**config.mk**
```make
export PLATFORM = sky130hd
export DESIGN_NAME = ifetch_unit
export DESIGN_NICKNAME = d
export VERILOG_FILES = /design/src/rtl/ifetch_unit.sv
export SDC_FILE = /design/constraint.sdc
export NUM_CORES = 1
export LEC_CHECK = 0
export ABC_AREA = 1
export ABC_CLOCK_PERIOD_IN_PS = 9400
export BUFFER_PORTS_ARGS = -buffer_cell sky130_fd_sc_hd__buf_2
export CELL_PAD_IN_SITES_DETAIL_PLACEMENT = 1
export CELL_PAD_IN_SITES_GLOBAL_PLACEMENT = 1
export CORE_ASPECT_RATIO = 1.5
export CORE_MARGIN = 4
export CORE_UTILIZATION = 40
export DETAILED_ROUTE_END_ITERATION = 8
export GPL_TIMING_DRIVEN = 0
export PLACE_DENSITY_LB_ADDON = 0.1
export SLEW_MARGIN = 20
export SYNTH_ARGS = -nofsm -noshare
export SYNTH_HDL_FRONTEND = slang
export SYNTH_SLANG_ARGS = --single-unit
```
**constraint.sdc**
```tcl
create_clock -name clk -period 9.4 [get_ports clk]
set_input_delay 0.94 -clock clk [delete_from_list [all_inputs] [get_ports clk]]
set_output_delay 0.94 -clock clk [all_outputs]
set_load 0.05 [all_outputs]
```
**src/rtl/ifetch_unit.sv**
```systemverilog
// ifetch_unit: single-outstanding instruction fetch into IF/ID with a hold buffer and redirect drain
module ifetch_unit #(
  parameter int XLEN = 64,
  parameter int ILEN = 32,
  parameter logic [ILEN-1:0] NOP_INSTR = 32'h00000013
) (
  input  logic            clk,
  input  logic            reset,
  input  logic [XLEN-1:0] pc_in,
  output logic            pc_stall,
  input  logic            redirect,
  input  logic            id_stall,
  output logic            imem_req_valid,
  output logic [XLEN-1:0] imem_req_addr,
  input  logic            imem_req_ready,
  input  logic            imem_rsp_valid,
  input  logic [ILEN-1:0] imem_rsp_data,
  input  logic            imem_rsp_err,
  output logic            if_id_valid,
  output logic [XLEN-1:0] if_id_pc,
  output logic [ILEN-1:0] if_id_instr,
  output logic            if_id_fault
);
  typedef enum logic [2:0] {S_IDLE, S_REQ, S_WAIT, S_HOLD, S_DRAIN} state_t;
  state_t state, state_n;
  logic [XLEN-1:0] req_pc, hold_pc;
  logic [ILEN-1:0] hold_instr, rsp_instr;
  logic hold_fault, flush, take, load_rsp, load_hold, to_hold, outstanding;
  assign rsp_instr = imem_rsp_err ? NOP_INSTR : imem_rsp_data;
  assign flush = redirect && state != S_IDLE;
  assign take = !id_stall || !if_id_valid;
  assign load_rsp = state == S_WAIT && imem_rsp_valid && !flush && take;
  assign load_hold = state == S_HOLD && !flush && take;
  assign to_hold = state == S_WAIT && imem_rsp_valid && !flush && !take;
  assign outstanding = ((state == S_WAIT || state == S_DRAIN) && !imem_rsp_valid) ||
                       (state == S_REQ && imem_req_ready);
  assign pc_stall = !(flush || load_rsp || load_hold);
  assign imem_req_valid = state == S_REQ;
  assign imem_req_addr = pc_in;
  always_comb begin
    state_n = state;
    case (state)
      S_IDLE:  state_n = S_REQ;
      S_REQ:   state_n = imem_req_ready ? S_WAIT : S_REQ;
      S_WAIT:  state_n = !imem_rsp_valid ? S_WAIT : take ? S_REQ : S_HOLD;
      S_HOLD:  state_n = take ? S_REQ : S_HOLD;
      S_DRAIN: state_n = imem_rsp_valid ? S_REQ : S_DRAIN;
      default: state_n = S_IDLE;
    endcase
    if (flush) state_n = outstanding ? S_DRAIN : S_REQ;
  end
  always_ff @(posedge clk or posedge reset) begin
    if (reset) begin
      state       <= S_IDLE;
      req_pc      <= '0;
      hold_pc     <= '0;
      hold_instr  <= '0;
      hold_fault  <= 1'b0;
      if_id_valid <= 1'b0;
      if_id_pc    <= '0;
      if_id_instr <= '0;
      if_id_fault <= 1'b0;
    end else begin
      state <= state_n;
      if (state == S_REQ && imem_req_ready) req_pc <= pc_in;
      if (to_hold) begin
        hold_pc    <= req_pc;
        hold_instr <= rsp_instr;
        hold_fault <= imem_rsp_err;
      end
      if (flush) if_id_valid <= 1'b0;
      else if (load_rsp) begin
        if_id_valid <= 1'b1;
        if_id_pc    <= req_pc;
        if_id_instr <= rsp_instr;
        if_id_fault <= imem_rsp_err;
      end else if (load_hold) begin
        if_id_valid <= 1'b1;
        if_id_pc    <= hold_pc;
        if_id_instr <= hold_instr;
        if_id_fault <= hold_fault;
      end else if (!id_stall) if_id_valid <= 1'b0;
    end
  end
endmodule

```
==> results.rst <==
.. list-table::
   :header-rows: 1

   * - Metric
     - Value
   * - Areal power density over the cells
     - approximately 330 nW/µm²
   * - Worst Hold Class
     - in2async
   * - Fill count
     - about 3700
   * - Peak supply drop
     - around 0.17 mV
   * - Total cell area at the placement stage
     - 13900 µm²
   * - Most used cells in the layout excluding fill and tap cells
     - sky130_fd_sc_hd__nand2_1 (427), sky130_fd_sc_hd__buf_2 (317), sky130_fd_sc_hd__dfrtp_1 (262)
   * - Leakage
     - approximately 0.0083 µW
   * - Fraction of the core area covered by cells at the end of the flow
     - 0.500
   * - Number of antenna repair diodes
     - 0
   * - RSZ-0062 raised after global routing
     - false
   * - Placement-stage worst setup slack
     - 5.86 ns
   * - Final estimated routing congestion in global placement
     - 0.799
   * - Total of endpoints with negative setup slack in the final report
     - 0
   * - Arrival time of data at the critical path endpoint
     - 2.57 ns
   * - Wire length of the first global-routing pass
     - 60700 µm
   * - Length in cells of the worst reg-to-reg path
     - 9
   * - Detailed Route WL
     - 37600 µm
   * - Effective utilization at floorplan
     - 0.406
   * - Internal cell power
     - between 2000 and 3000 µW
   * - Fraction of power spent switching nets
     - 0.460
   * - TritonCTS clock tree
     - yes
   * - Top area cells in the synthesized netlist
     - sky130_fd_sc_hd__dfrtp_1 (55%), sky130_fd_sc_hd__nand2_1 (13%), sky130_fd_sc_hd__inv_1 (5.4%)
   * - Slew headroom
     - 0.532
   * - Hold bufs inserted after CTS
     - 0
   * - Top-area cell type share of the netlist area
     - 0.545
   * - Die Y-Extent
     - 220 µm
   * - Power share of the clock group
     - 0.219
   * - Post-synthesis cell area
     - around 12000 µm²
   * - First-pass DRT Iterations
     - 5
   * - Slew Limit Fails
     - 0
   * - Setup CP Type
     - reg2out
   * - Number of vias per cell
     - 4.97
   * - End of the worst register-to-register path
     - if_id_instr[20]
   * - Std cell rows
     - 77
   * - Number of buffers added on ports
     - ~270
   * - Clk buf depth
     - 3
   * - R2R Path Start
     - state[2]
   * - Measured slew at the worst slew-check pin
     - 0.702 ns
   * - Number of distinct standard cells referenced by the synthesized netlist
     - 19
   * - DIE AREA
     - around 33000 µm²
   * - Insertion delay to the later sink of the worst-skew pair
     - about 0.54 ns
   * - Number of global-route vias before repair
     - 11800
   * - Core area
     - between 20000 and 30000 µm²
   * - Combined flip-flop and latch cell area
     - around 6600 µm²
   * - Crit end category
     - primary output
   * - Commonest non-fill, non-tap cell in the layout
     - sky130_fd_sc_hd__nand2_1
   * - Period minus WS final
     - approximately 3.5 ns
   * - Share of post-route cells with drive strength above 1
     - 0.243
   * - Switching power total
     - 2250 µW
   * - Worst clock skew
     - between 0.007 and 0.008 ns
   * - Post-CTS setup-driven buffer insertion count
     - 0
   * - Register-to-register path setup slack
     - ~7.2 ns
   * - Final Power
     - 4900 µW
   * - Count of final hold-check violations
     - 0
   * - Share of total power in sequential cells
     - 0.353
   * - GRT Residual Overflow
     - 0
   * - Library cell with the largest summed area after synthesis
     - sky130_fd_sc_hd__dfrtp_1
   * - Final period utilization
     - 0.373
   * - Post-Syn Instances
     - 1470
   * - Final worst setup slack
     - 5.89 ns
   * - Largest driver fanout on the critical path
     - 10
   * - Post-cts sizing count
     - 0
   * - Post-Synthesis Net Count
     - 1573
   * - CTS H-tree depth
     - 1
   * - Boundary pin count
     - 267
   * - Number of max-capacitance violations reported
     - 0
   * - Violation count after the first detailed-routing iteration
     - about 470
   * - Synthesis-to-layout area growth
     - 23.1%
   * - Floorplan die width
     - between 100 and 150 µm
   * - Final sum of negative setup slack
     - 0 ns
   * - Syn_area_per_cell
     - ~8.2 µm²
   * - Multi-input gate area in the final layout
     - between 3000 and 4000 µm²
   * - Buffer type at the clock tree root
     - sky130_fd_sc_hd__clkbuf_16
   * - Residual antenna-violating net count after detailed routing
     - 0
   * - Data required time at the worst endpoint
     - around 8.5 ns
   * - Part of the Yosys area used for sequential elements
     - 0.545
   * - Routed wire per std cell
     - ~17 µm
   * - Clk sink count
     - ~260
   * - Number of warning messages in the yosys log
     - 0
   * - CTS buffer count
     - 26
   * - Maximum frequency from static timing analysis
     - between 200 and 300 MHz
   * - HPWL reported at the end of detailed placement
     - approximately 27000 µm
   * - Residual DRC
     - 0
   * - Worst setup SP type
     - flip-flop
   * - Part of the total power dissipated in combinational logic
     - 0.428
   * - Pin count of the biggest net entering global routing
     - between 90 and 100
   * - Run status
     - finished, final reports clean
   * - Number of antenna violations at the first check in global routing
     - 3
   * - GRT Total Usage
     - 0.229
   * - CTS clock-pin slew for the worst setup and hold paths
     - roughly 0.06 ns
   * - Total of flip-flops plus latches after synthesis
     - around 260
   * - Post-Layout Inst Area
     - between 10000 and 15000 µm²
   * - Net count, final
     - ~1900
   * - Number of vias in the routed layout
     - 10800
## worst max-delay path: stages, from the launching register on
cell and delay [ns]:
sky130_fd_sc_hd__dfrtp_1 0.40, sky130_fd_sc_hd__inv_1 0.14, sky130_fd_sc_hd__nand2_1 0.10, sky130_fd_sc_hd__a21oi_2 0.18
sky130_fd_sc_hd__nand3_2 0.36, sky130_fd_sc_hd__buf_2 0.33, sky130_fd_sc_hd__buf_2 0.20, sky130_fd_sc_hd__nand2_1 0.07
sky130_fd_sc_hd__inv_1 0.03, sky130_fd_sc_hd__buf_2 0.20
## worst max-delay path by stage
stage / startpoint / end / slack (ns) / cells past startpoint
floorplan: reset / hold_fault / 1.25 / 1
global placement: reset / if_id_pc[11] / -2.04 / 2
detailed placement: imem_rsp_valid / pc_stall / 5.86 / 9
CTS: state[1] / pc_stall / 5.81 / 9
global route: state[1] / pc_stall / 5.68 / 9
finish: state[2] / pc_stall / 5.89 / 9
## per-stage QoR
step,cells,hold WS [ns]
4_1_cts,2180,0.397
5_1_grt,2180,0.421
3_3_place_gp,2131,0.459
3_5_place_dp,2134,0.461
6_report,2180,0.400
2_1_floorplan,1470,0.453
## metal layers
metal  vias up  wire length, µm  global-route usage
met4         6              898              0.0614
met5         -               28                   0
li1       5191                -                   -
met3        55             1840              0.0344
met2       243            19800               0.424
met1      5339            15100               0.276
## power groups by stage
stage	Combinational, µW	Clock (µW)	Sequential [µW]
floorplan	804	0	2450
global placement	2060	0	1730
detailed placement	2110	0	1750
CTS	2130	1100	1730
global route	2280	1140	1780
finish	2100	1070	1730
## cells by family (layout without fill, tap and decap cells)
family          after synthesis  after routing  synth area share
compound gates              166            166            0.0694
flops                       262            262             0.545
simple gates                702            702             0.252
buf+inv                     340            655             0.133
## synth_stat cells
cell type,instances
sky130_fd_sc_hd__clkbuf_1,44
sky130_fd_sc_hd__a21oi_2,1
sky130_fd_sc_hd__o21ai_0,31
sky130_fd_sc_hd__buf_2,51
sky130_fd_sc_hd__o21ai_1,70
sky130_fd_sc_hd__nor3_1,2
sky130_fd_sc_hd__nand3_1,102
sky130_fd_sc_hd__inv_2,2
sky130_fd_sc_hd__nand3_2,2
sky130_fd_sc_hd__a21oi_1,64
sky130_fd_sc_hd__nor2_4,1
sky130_fd_sc_hd__buf_4,68
sky130_fd_sc_hd__nand2_2,1
sky130_fd_sc_hd__dfrtp_1,262
sky130_fd_sc_hd__nand2_1,427
sky130_fd_sc_hd__inv_1,174
sky130_fd_sc_hd__nor2_1,69
sky130_fd_sc_hd__buf_1,1
sky130_fd_sc_hd__nand4_1,98
## state kept, by name, summed over array words and instances, names as in the netlist
| signal | cells |
|---|---|
| hold_fault | 1 |
| if_id_instr | 32 |
| if_id_pc | 64 |
| hold_pc | 64 |
| if_id_valid | 1 |
| hold_instr | 32 |
| state | 3 |
| req_pc | 64 |
| if_id_fault | 1 |
## cell type report
class | count | share of cell area
clock inverters | 5 | 0.00507
inverters | 176 | 0.0452
plain buffers | 164 | 0.0632
clock buffers | 41 | 0.0533
multi-input cells | 868 | 0.261
flip-flops and latches | 262 | 0.443
well taps | 395 | 0.0334
repair buffers | 269 | 0.0955
No activity file was read; power rests on OpenSTA's default activity.
